## src/rtl/fwd_hazard_ctrl_if.sv

```systemverilog
// Pipeline <-> forwarding/hazard controller bundle: ID-stage tags in, mux selectors and stall controls out.
interface fwd_hazard_ctrl_if #(
  parameter int REG_BITS = 5,
  parameter int CNT_BITS = 32
);
  logic [REG_BITS-1:0] id_rs;
  logic [REG_BITS-1:0] id_rt;
  logic [REG_BITS-1:0] id_dest;
  logic                id_reg_write;
  logic                id_mem_read;
  logic                flush;
  logic [1:0]          fwd_a_sel;
  logic [1:0]          fwd_b_sel;
  logic                stall;
  logic                idex_bubble;
  logic                stats_clr;
  logic [CNT_BITS-1:0] stall_count;
  logic [CNT_BITS-1:0] fwd_count;

  modport master (
    output id_rs, id_rt, id_dest, id_reg_write, id_mem_read, flush, stats_clr,
    input  fwd_a_sel, fwd_b_sel, stall, idex_bubble, stall_count, fwd_count
  );

  modport slave (
    input  id_rs, id_rt, id_dest, id_reg_write, id_mem_read, flush, stats_clr,
    output fwd_a_sel, fwd_b_sel, stall, idex_bubble, stall_count, fwd_count
  );
endinterface

```

## src/rtl/fwd_hazard_ctrl.sv

```systemverilog
// Forwarding-select and load-use stall controller for a 5-stage MIPS pipeline (shadow tag pipeline).
// Optional statistics counters are built when FWD_STATS_EN is defined.
module fwd_hazard_ctrl #(
  parameter int REG_BITS = 5,
  parameter int CNT_BITS = 32
) (
  input  logic             clk,
  input  logic             reset,
  fwd_hazard_ctrl_if.slave bus
);

  logic [REG_BITS-1:0] ex_rs_p0, ex_rt_p0, ex_dest_p0;
  logic                ex_rw_p0, ex_mr_p0;
  logic [REG_BITS-1:0] mem_dest_p1;
  logic                mem_rw_p1;
  logic [REG_BITS-1:0] wb_dest_p2;
  logic                wb_rw_p2;
  logic                hz;
  logic [1:0]          sel_a, sel_b;

  // EX/MEM result is newer than MEM/WB, so it is tested first; $0 is never a forwarding source.
  function automatic logic [1:0] fwd_sel(
    input logic [REG_BITS-1:0] op,
    input logic [REG_BITS-1:0] mem_dest, input logic mem_rw,
    input logic [REG_BITS-1:0] wb_dest,  input logic wb_rw
  );
    if (mem_rw && (mem_dest != '0) && (mem_dest == op))
      return 2'd2;
    else if (wb_rw && (wb_dest != '0) && (wb_dest == op))
      return 2'd1;
    else
      return 2'd0;
  endfunction

  // ID -> EX shadow stage
  always_ff @(posedge clk) begin
    if (reset || bus.idex_bubble) begin
      ex_rs_p0   <= '0;
      ex_rt_p0   <= '0;
      ex_dest_p0 <= '0;
      ex_rw_p0   <= 1'b0;
      ex_mr_p0   <= 1'b0;
    end else begin
      ex_rs_p0   <= bus.id_rs;
      ex_rt_p0   <= bus.id_rt;
      ex_dest_p0 <= bus.id_dest;
      ex_rw_p0   <= bus.id_reg_write;
      ex_mr_p0   <= bus.id_mem_read;
    end
  end

  // EX -> MEM -> WB shadow stages
  always_ff @(posedge clk) begin
    if (reset) begin
      mem_dest_p1 <= '0;
      mem_rw_p1   <= 1'b0;
      wb_dest_p2  <= '0;
      wb_rw_p2    <= 1'b0;
    end else begin
      mem_dest_p1 <= ex_dest_p0;
      mem_rw_p1   <= ex_rw_p0;
      wb_dest_p2  <= mem_dest_p1;
      wb_rw_p2    <= mem_rw_p1;
    end
  end

  always_comb begin
    sel_a = fwd_sel(ex_rs_p0, mem_dest_p1, mem_rw_p1, wb_dest_p2, wb_rw_p2);
    sel_b = fwd_sel(ex_rt_p0, mem_dest_p1, mem_rw_p1, wb_dest_p2, wb_rw_p2);
    hz    = ex_mr_p0 && (ex_dest_p0 != '0) &&
            ((ex_dest_p0 == bus.id_rs) || (ex_dest_p0 == bus.id_rt));
  end

  // A flushed ID instruction is dead, so it is bubbled but never held.
  assign bus.fwd_a_sel   = sel_a;
  assign bus.fwd_b_sel   = sel_b;
  assign bus.stall       = hz && !bus.flush;
  assign bus.idex_bubble = hz || bus.flush;

`ifdef FWD_STATS_EN
  logic [CNT_BITS-1:0] stall_cnt, fwd_cnt;
  logic [1:0]          fwd_inc;

  function automatic logic [CNT_BITS-1:0] sat_add(
    input logic [CNT_BITS-1:0] cnt, input logic [1:0] inc
  );
    logic [CNT_BITS:0] sum;
    sum = {1'b0, cnt} + {{(CNT_BITS-1){1'b0}}, inc};
    return sum[CNT_BITS] ? {CNT_BITS{1'b1}} : sum[CNT_BITS-1:0];
  endfunction

  assign fwd_inc = {1'b0, (sel_a != 2'd0)} + {1'b0, (sel_b != 2'd0)};

  always_ff @(posedge clk) begin
    if (reset || bus.stats_clr) begin
      stall_cnt <= '0;
      fwd_cnt   <= '0;
    end else begin
      stall_cnt <= sat_add(stall_cnt, {1'b0, bus.stall});
      fwd_cnt   <= sat_add(fwd_cnt, fwd_inc);
    end
  end

  assign bus.stall_count = stall_cnt;
  assign bus.fwd_count   = fwd_cnt;
`else
  logic unused_stats_clr;
  assign unused_stats_clr = bus.stats_clr;
  assign bus.stall_count  = '0;
  assign bus.fwd_count    = '0;
`endif

endmodule

```

## src/flat_wrapper.sv

```systemverilog
// flat-port wrapper written by rule: the top's interface ports become plain ports
module fwd_hazard_ctrl_flat 
#(
  parameter int REG_BITS = 5,
  parameter int CNT_BITS = 32
)
  (clk, reset, bus_id_rs, bus_id_rt, bus_id_dest, bus_id_reg_write, bus_id_mem_read, bus_flush, bus_stats_clr, bus_fwd_a_sel, bus_fwd_b_sel, bus_stall, bus_idex_bubble, bus_stall_count, bus_fwd_count);
  fwd_hazard_ctrl_if #(.REG_BITS(REG_BITS), .CNT_BITS(CNT_BITS)) bus_i ();
  input  logic clk;
  input  logic reset;
  input wire logic [$bits(bus_i.id_rs)-1:0] bus_id_rs;
  input wire logic [$bits(bus_i.id_rt)-1:0] bus_id_rt;
  input wire logic [$bits(bus_i.id_dest)-1:0] bus_id_dest;
  input wire logic [$bits(bus_i.id_reg_write)-1:0] bus_id_reg_write;
  input wire logic [$bits(bus_i.id_mem_read)-1:0] bus_id_mem_read;
  input wire logic [$bits(bus_i.flush)-1:0] bus_flush;
  input wire logic [$bits(bus_i.stats_clr)-1:0] bus_stats_clr;
  output wire logic [$bits(bus_i.fwd_a_sel)-1:0] bus_fwd_a_sel;
  output wire logic [$bits(bus_i.fwd_b_sel)-1:0] bus_fwd_b_sel;
  output wire logic [$bits(bus_i.stall)-1:0] bus_stall;
  output wire logic [$bits(bus_i.idex_bubble)-1:0] bus_idex_bubble;
  output wire logic [$bits(bus_i.stall_count)-1:0] bus_stall_count;
  output wire logic [$bits(bus_i.fwd_count)-1:0] bus_fwd_count;
  assign bus_i.id_rs = bus_id_rs;
  assign bus_i.id_rt = bus_id_rt;
  assign bus_i.id_dest = bus_id_dest;
  assign bus_i.id_reg_write = bus_id_reg_write;
  assign bus_i.id_mem_read = bus_id_mem_read;
  assign bus_i.flush = bus_flush;
  assign bus_i.stats_clr = bus_stats_clr;
  assign bus_fwd_a_sel = bus_i.fwd_a_sel;
  assign bus_fwd_b_sel = bus_i.fwd_b_sel;
  assign bus_stall = bus_i.stall;
  assign bus_idex_bubble = bus_i.idex_bubble;
  assign bus_stall_count = bus_i.stall_count;
  assign bus_fwd_count = bus_i.fwd_count;
  fwd_hazard_ctrl #(.REG_BITS(REG_BITS), .CNT_BITS(CNT_BITS)) u_core (.clk(clk), .reset(reset), .bus(bus_i));
endmodule
```

## config.mk

```make
export PLATFORM = sky130hd
export DESIGN_NAME = fwd_hazard_ctrl_flat
export DESIGN_NICKNAME = d
export VERILOG_FILES = /design/src/rtl/fwd_hazard_ctrl_if.sv /design/src/rtl/fwd_hazard_ctrl.sv /design/src/flat_wrapper.sv
export SDC_FILE = /design/constraint.sdc
export NUM_CORES = 1
export LEC_CHECK = 0
export BUFFER_PORTS_ARGS = -buffer_cell sky130_fd_sc_hd__clkbuf_2
export CAP_MARGIN = 20
export CORE_MARGIN = 2
export CORE_UTILIZATION = 46
export DETAILED_ROUTE_END_ITERATION = 8
export GPL_ROUTABILITY_DRIVEN = 0
export PLACE_DENSITY_LB_ADDON = 0.3
export SYNTH_ARGS = -nofsm -noshare
export SYNTH_HDL_FRONTEND = slang
export SYNTH_SLANG_ARGS = --single-unit
```

## constraint.sdc

```tcl
create_clock -name clk -period 2 [get_ports clk]
set_input_delay 0.4 -clock clk [delete_from_list [all_inputs] [get_ports clk]]
set_output_delay 0.4 -clock clk [all_outputs]
set_load 0.005 [all_outputs]
```

== Yosys cells after proc, flatten, opt, wreduce, memory -nomap -nowiden ==
Cells that the tools add are included.
Word-level totals
  bits in registers: 29
  output and inout port bits: 70
Operators by class
  eq/ne operators: 6
  multiplexer cells: 4
  reduce and logical (&&, ||, !) cells: 16
Operators with widths (count)
  == test 5 bit: 6
  nonzero test 5 bit: 3
  logical AND 1 bit: 9
  2-to-1 mux 2 bit: 2
  logical OR 1 bit: 3
  2-to-1 mux 1 bit: 2
  logical NOT 1 bit: 1

== Longest topological paths before layout ==
Gate-level depths: netlist (run 1).
  depth in word-level cells: 5
  depth in mapped cells: 5
  gate-level depth less buffers: 4

== Worst setup path before layout (run 1) ==
Ideal clock, no wire load.
  path kind: register to output
  start: reg u_core.mem_dest_p1[4]
  end: out bus_fwd_a_sel[0]
  arrival: 1.447 ns
  slack: 0.153 ns
  stages on the path, launching flop included: 5
  cells stage by stage: dfxtp_1 -> or4_1 -> o21ai_0 -> nor4_1 -> nor4_1
Between the ends
  longest elaborated chain between the ends: 4
  elaborated cells between the ends (all ways): 5
  those cells by class: 1 x eq/ne; 1 x mux; 3 x reduce/logical
RTL lines
  start: declaration: line fwd_hazard_ctrl.sv:14  | logic [REG_BITS-1:0] mem_dest_p1;
  start signal: assignment: line fwd_hazard_ctrl.sv:60  | mem_dest_p1 <= ex_dest_p0;
  nonzero test 5 bit: line fwd_hazard_ctrl.sv:27  | if (mem_rw && (mem_dest != '0) && (mem_dest == op))
  logical AND 1 bit: line fwd_hazard_ctrl.sv:27
  logical AND 1 bit (*): line fwd_hazard_ctrl.sv:27
  2-to-1 mux 2 bit (*): line fwd_hazard_ctrl.sv:27
  end: declaration: line flat_wrapper.sv:18  | output wire logic [$bits(bus_i.fwd_a_sel)-1:0] bus_fwd_a_sel;
Every way passes the cells marked *; elsewhere a longest branch is shown, timed or not.

== Final worst setup path (run 1) ==
  start: reg u_core.mem_dest_p1[4]
  end: out bus_fwd_b_sel[0]
Between the ends
  longest elaborated chain between the ends: 4
  elaborated cells between the ends (all ways): 5
  those cells by class: 1 x eq/ne; 1 x mux; 3 x reduce/logical
RTL lines
  nonzero test 5 bit: line fwd_hazard_ctrl.sv:27
  logical AND 1 bit: line fwd_hazard_ctrl.sv:27
  logical AND 1 bit (*): line fwd_hazard_ctrl.sv:27
  2-to-1 mux 2 bit (*): line fwd_hazard_ctrl.sv:27
  end: declaration: line flat_wrapper.sv:19  | output wire logic [$bits(bus_i.fwd_b_sel)-1:0] bus_fwd_b_sel;
Marks and branches as above.

==> results of run 1 <==
layout make-up:
cell class | instances | area [µm²] | share of cell area
Clock buffer | 7 | 86.3 | 0.0417
Clock inverter | 1 | 30.0 | 0.0145
Inverter | 10 | 37.5 | 0.0181
Multi-Input combinational cell | 152 | 1010 | 0.486
Sequential cell | 29 | 592 | 0.286
Tap cell | 48 | 60.1 | 0.0290
Timing Repair Buffer | 43 | 260 | 0.126
state kept, by name (all words and copies together) (netlist names):
signal,count
u_core.mem_rw_p1,1
u_core.ex_rs_p0,5
u_core.wb_rw_p2,1
u_core.ex_rt_p0,5
u_core.ex_rw_p0,1
u_core.mem_dest_p1,5
u_core.ex_dest_p0,5
u_core.ex_mr_p0,1
u_core.wb_dest_p2,5
synth_stat cells:
| cell type | n |
|---|---|
| xor2_1 | 14 |
| inv_1 | 10 |
| a2111oi_4 | 1 |
| a21o_1 | 1 |
| conb_1 | 1 |
| a2111oi_2 | 1 |
| o22ai_2 | 1 |
| nand2_1 | 9 |
| or4_1 | 5 |
| nor2b_1 | 12 |
| o21a_1 | 1 |
| buf_6 | 2 |
| nor4_1 | 4 |
| buf_4 | 64 |
| a21oi_1 | 7 |
| buf_2 | 1 |
| nand3_1 | 4 |
| a2111oi_1 | 8 |
| o21ai_0 | 2 |
| and3b_1 | 1 |
| nor2_1 | 1 |
| xnor2_1 | 16 |
| dfxtp_1 | 29 |
| clkbuf_1 | 3 |
metrics by stage:
step	cells	setup slack [ns]	hold WS (ns)	TNS, ns	util
3_5_place_dp	275	0.0363	0.451	0	0.481
3_3_place_gp	275	0.0459	0.449	0	0.481
5_1_grt	290	-0.190	0.337	-0.487	0.558
6_report	290	-0.127	0.312	-0.236	0.558
4_1_cts	284	-0.183	0.311	-0.419	0.522
2_1_floorplan	261	0.153	0.414	0	-
worst max path at each step:
stage / start / endpoint / cells after the start
floorplan: u_core.mem_dest_p1[4] / bus_fwd_a_sel[0] / 4
global placement: u_core.mem_dest_p1[4] / bus_fwd_a_sel[0] / 5
detailed placement: u_core.mem_dest_p1[4] / bus_fwd_a_sel[0] / 5
CTS: u_core.mem_dest_p1[4] / bus_fwd_a_sel[0] / 5
global route: u_core.mem_dest_p1[4] / bus_fwd_a_sel[0] / 5
finish: u_core.mem_dest_p1[4] / bus_fwd_b_sel[0] / 5
cell families after synthesis:
kind of cell / Yosys count / synth area share
flip-flops: 29 / 0.322
AO/OA/AOI/OAI: 22 / 0.108
other: 1 / 0.00208
XOR/XNOR: 30 / 0.146
buffers and inverters: 80 / 0.309
AND/OR/NAND/NOR: 36 / 0.113
per-layer routing:
layer | part of all wire | up-vias | routed length [µm]
li1 | - | 604 | -
met1 | 0.40 | 518 | 1310
met2 | 0.54 | 50 | 1760
met3 | 0.063 | 2 | 206
met4 | 0.0049 | 0 | 16
met5 | 0 | - | 0
report_power, final:
part,switching (mW),internal (mW)
Clock,0.213,0.406
Combinational,0.113,0.0853
Sequential,0.0173,0.598
Total,0.343,1.09
worst reg2reg max path, delay by kind of cell, from the launching register on:
family,cells,cell delay (ns)
and+or+nand+nor,1,0.52
DFF,1,0.32
AOI/OAI and AO/OA,2,0.67
buffers and inverters,2,0.29
what timing repair did:
action / in CTS / in global routing
endpoints found under the setup margin: 4 / 11
hold buffers: 0 / 0
pin swaps: 4 / 10
setup buffers: 1 / 6
resized for setup: 9 / 21
==> results by group, run 1 <==
Die
  • # IOs: 91
  • Initial Utilization: 0.485
  • Rows: 22
  • Die width: 66.6 µm
  • Core area: 0.00372 mm²
  • Die height: 66.6 µm
  • DIE AREA: 0.00444 mm²

Detailed routing
  • Pre-antenna DRT Iters: 4
  • Avg Vias per Cell: 4.05
  • Number of routed nets with antenna violations: 0
  • Initial drt markers: 12
  • DRC: 0
  • Via count: 1174
  • Routed Wire Length: 3290 µm
  • Wire per inst: 11.4 µm

Global routing
  • M1 GR Usage: 0.176
  • Initial antenna violation count: 0
  • Met2 Use GR: 0.250
  • GRT Max-Usage Layer: met2
  • Met3 usage: 0.0473
  • Global route total overflow: 0
  • First-pass GRT wire length: 4800 µm
  • Vias in the first global route: 1058
  • Largest net degree at the start of global routing: 16
  • Global Route Usage Sum: 0.147

STA
  • Crit path time final: 2.13 ns
  • Setup Skew: 0.00447 ns
  • RSZ-0062 raised after global routing: yes
  • Final hold violations: 0
  • Final slew viol count: 0
  • Final Setup Violations: 3
  • Highest Clock Rate: 470 MHz
  • Crit share post-route: 1.06
  • Setup ws final: -0.127 ns

Setup path
  • RR Startpoint: u_core.ex_dest_p0[2]
  • Critical-path cell list: or4_4, o21ai_4, nor4_2, nor4_1, buf_2
  • Delay-heaviest family, CP: simple AND/OR/NAND/NOR gates
  • CP max stage delay: 0.54 ns
  • Number of buffers and inverters on the critical path: 1
  • Crit path kind: reg2out
  • CP max stage cell: or4_4
  • Critical path startpoint category: flop
  • R2r endpoint: u_core.ex_rs_p0[1]
  • R2R depth: 5
  • CP Max Fanout: 2
  • Crit. End Element: output port
  • Worst EP required: 1.60 ns
  • Crit path arrival time: 1.73 ns
  • Worst R2R Setup Slack: 0.05 ns

CTS
  • CTS Root Buffer Type: clkbuf_8
  • Num CTS Buffers: 5
  • Clock transition at path regs: 0.06 ns
  • Clk_lat worst skew: 0.27 ns
  • Clock net sink count: 29
  • CTS tree: built
  • Longest Clk Path Bufs: 2
  • Depth of the CTS H-tree: 2

Yosys
  • Mean Syn Cell Area: 9.11 µm²
  • Share of the synthesized area in the top cell type: 0.322
  • Synth top area cells: dfxtp_1, buf_4, xnor2_1
  • Synth Register Bits: 29
  • Yosys warns: 0
  • Sequential-to-total area share from yosys stat: 0.322
  • Cell area after synthesis: 0.00180 mm²
  • Area leader, netlist: dfxtp_1
  • Mapped Cells: 198
  • Distinct cells, synth: 24

Pwr
  • Power Total: 1.43 mW
  • Max VDD drop: 0.551 mV
  • Pwr/cell area: 691 mW/mm²
  • Pleak: 1.04 nW

Job
  • Maxcap violations: 0

Layout
  • FILL cells: 372
  • Leading cell types in the layout, fill and taps excluded: conb_1, clkbuf_2, dfxtp_1
  • Layout cells sized above 1: 0.314
  • Final #Nets: 262
  • Post-route cell area: 0.00207 mm²
  • P&R area growth vs syn: 14.9%
  • Commonest non-fill, non-tap cell in the layout: conb_1
  • Antenna fix cells: 0

Placement
  • Detailed Place HPWL: 2390 µm
  • Post-DP Area: 0.00179 mm²
  • Port bufs: 25

Outcome
  • Status: complete, but fails checks
  • Failing checks: setup timing

Hold path
  • Hold_sp: bus_id_dest[3]
  • Hold path cells: 3
  • Hold endpoint: u_core.ex_dest_p0[3]
  • Min-Delay Path Class: in2reg
Power figures use the tool's default switching activity.
==> run 2: changes to the inputs <==
- CORE_ASPECT_RATIO: unset -> 0.6
- SKIP_CTS_REPAIR_TIMING: unset -> 1
==> run 2 against run 1 <==
  * The run still ends with setup timing left
  * Die area rose by 0.38%
  * Worst setup slack worse by 0.090 ns
  * Worst hold slack worse by 0.0036 ns
  * Via count grew 1.3%
  * Sequential power barely moved
==> results by group, run 2 (same netlist as run 1, synthesis figures left out) <==
Outcome
  • Status: complete, but fails checks
  • Failing checks: setup timing

Global routing
  • Global Route Usage Sum: 0.145 (-0.00220)
  • First-pass GRT wire length: 4750 µm (-0.86%)
  • Vias in the first global route: 967 (-8.6%)
  • Largest net degree at the start of global routing: 24 (+8)
  • Global route total overflow: 0 (unchanged)
  • Initial antenna violation count: 0 (unchanged)

Layout
  • Antenna fix cells: 0 (unchanged)
  • Leading cell types in the layout, fill and taps excluded: conb_1, clkbuf_2, dfxtp_1
  • Final #Nets: 262 (unchanged)
  • FILL cells: 379 (+1.9%)
  • Commonest non-fill, non-tap cell in the layout: conb_1
  • Final Core Density: 0.547 (-0.0110)
  • Post-route insts no fill: 289 (-0.34%)
  • Layout cells sized above 1: 0.302 (-0.0124)
  • Post-route cell area: 0.00203 mm² (-1.8%)
  • P&R area growth vs syn: 12.8%

Hold path
  • Hold endpoint: u_core.ex_dest_p0[0]
  • Hold_sp: bus_id_dest[0]
  • Min-Delay Path Class: in2reg
  • Hold path cells: 3 (unchanged)

CTS
  • Clock net sink count: 29 (unchanged)
  • CTS tree: built
  • Longest Clk Path Bufs: 2 (unchanged)
  • CTS Root Buffer Type: clkbuf_8
  • Num CTS Buffers: 5 (unchanged)
  • Clk_lat worst skew: 0.28 ns (about the same)
  • Depth of the CTS H-tree: 2 (unchanged)
  • Clock transition at path regs: 0.06 ns (about the same)

Placement
  • Port bufs: 25 (unchanged)
  • Placed Cells incl. Taps: 275 (unchanged)
  • Detailed Place HPWL: 2410 µm (+1.2%)
  • Post-DP Area: 0.00179 mm² (+0.35%)
  • Worst slack at placement: -0.0733 ns (-0.110 ns)

Die
  • Core area: 0.00372 mm² (+0.17%)
  • Die width: 84.8 µm (+27%)
  • DIE AREA: 0.00445 mm² (+0.38%)
  • Die height: 52.5 µm (-21%)
  • Initial Utilization: 0.484 (-0.000815)
  • Rows: 17 (-23%)
  • # IOs: 91 (unchanged)

Pwr
  • Pleak: 1.02 nW (-2.2%)
  • Power Total: 1.27 mW (-11%)
  • Pwr/cell area: 625 mW/mm² (-9.6%)
  • Max VDD drop: 0.396 mV (-28%)

STA
  • Setup TNS Final: -0.573 ns (-0.337 ns)
  • Crit path time final: 2.22 ns (+0.0901 ns)
  • Setup ws final: -0.217 ns (-0.0901 ns)
  • Final slew viol count: 0 (unchanged)
  • WHS: 0.309 ns (-0.00359 ns)
  • Crit share post-route: 1.11 (+0.0451)
  • Highest Clock Rate: 451 MHz (-4.1%)
  • Final hold violations: 0 (unchanged)
  • Final Setup Violations: 6 (+3)
  • RSZ-0062 raised after global routing: yes
  • Slew HR: 0.646
  • Worst Tran Pin Value: 0.530 ns
  • Setup Skew: 0.00391 ns (-0.000555 ns)

Setup path
  • RR Startpoint: u_core.ex_dest_p0[0]
  • CP Max Fanout: 3 (+1)
  • R2R depth: 4 (-1)
  • Crit. End Element: output port
  • Crit path kind: reg2out
  • Worst EP required: 1.60 ns (about the same)
  • CP max stage delay: 0.54 ns (about the same)
  • Worst R2R Setup Slack: 0.04 ns (about the same)
  • Crit path arrival time: 1.82 ns (+0.09 ns)
  • R2r endpoint: u_core.ex_rs_p0[0]
  • CP max stage cell: or4_1
  • Critical-path cell list: buf_6, xor2_1, or4_1, nor4_2, buf_2
  • Critical path startpoint category: flop

Detailed routing
  • DRC: 0 (unchanged)
  • Wire per inst: 11.0 µm (-3.2%)
  • Pre-antenna DRT Iters: 4 (unchanged)
  • Avg Vias per Cell: 4.11 (+1.6%)
  • Initial drt markers: 11 (-1)
  • Routed Wire Length: 3180 µm (-3.5%)
  • Number of routed nets with antenna violations: 0 (unchanged)
  • Via count: 1189 (+1.3%)

Job
  • Maxcap violations: 0 (unchanged)
[run 2: worst max path at each step]
stage | cells past startpoint | startpoint | endpoint | slack (ns)
after detailed placement | 5 | u_core.mem_dest_p1[4] | bus_fwd_b_sel[0] | -0.07
after global placement | 5 | u_core.mem_dest_p1[4] | bus_fwd_b_sel[0] | -0.03
after floorplan | 4 | u_core.mem_dest_p1[4] | bus_fwd_a_sel[0] | 0.15
final | 5 | u_core.wb_dest_p2[0] | bus_fwd_a_sel[0] | -0.22
after CTS | 5 | u_core.mem_dest_p1[4] | bus_fwd_b_sel[0] | -0.40
after global routing | 5 | u_core.wb_dest_p2[0] | bus_fwd_a_sel[0] | -0.28
[run 2: cell type report]
type	instances	area [µm²]	area share
well taps	47	58.8	0.0289
clock buffers	5	68.8	0.0338
flip-flops and latches	29	589	0.290
inverters	10	37.5	0.0185
multi-input cells	152	998	0.491
clock inverters	3	17.5	0.00861
repair buffers	43	264	0.130
[run 2: critical path: cells and delay by family (launching register included)]
family,cells,cell delay (ns)
AND/OR/NAND/NOR,2,0.81
flip-flops,1,0.33
buffers and inverters,2,0.25
XOR/XNOR,1,0.14
[run 2: routing by layer]
layer	GRT usage	up-vias	wire length, µm
li1	-	606	-
met1	0.195	541	1530
met2	0.206	42	1460
met3	0.0709	0	190
met4	0.0370	0	0
met5	0	-	0
[run 2: power breakdown]
group	switching, mW	total (mW)	internal, mW
registers	0.0177	0.616	0.598
clock network	0.224	0.463	0.239
logic	0.112	0.192	0.0800
total	0.354	1.27	0.917
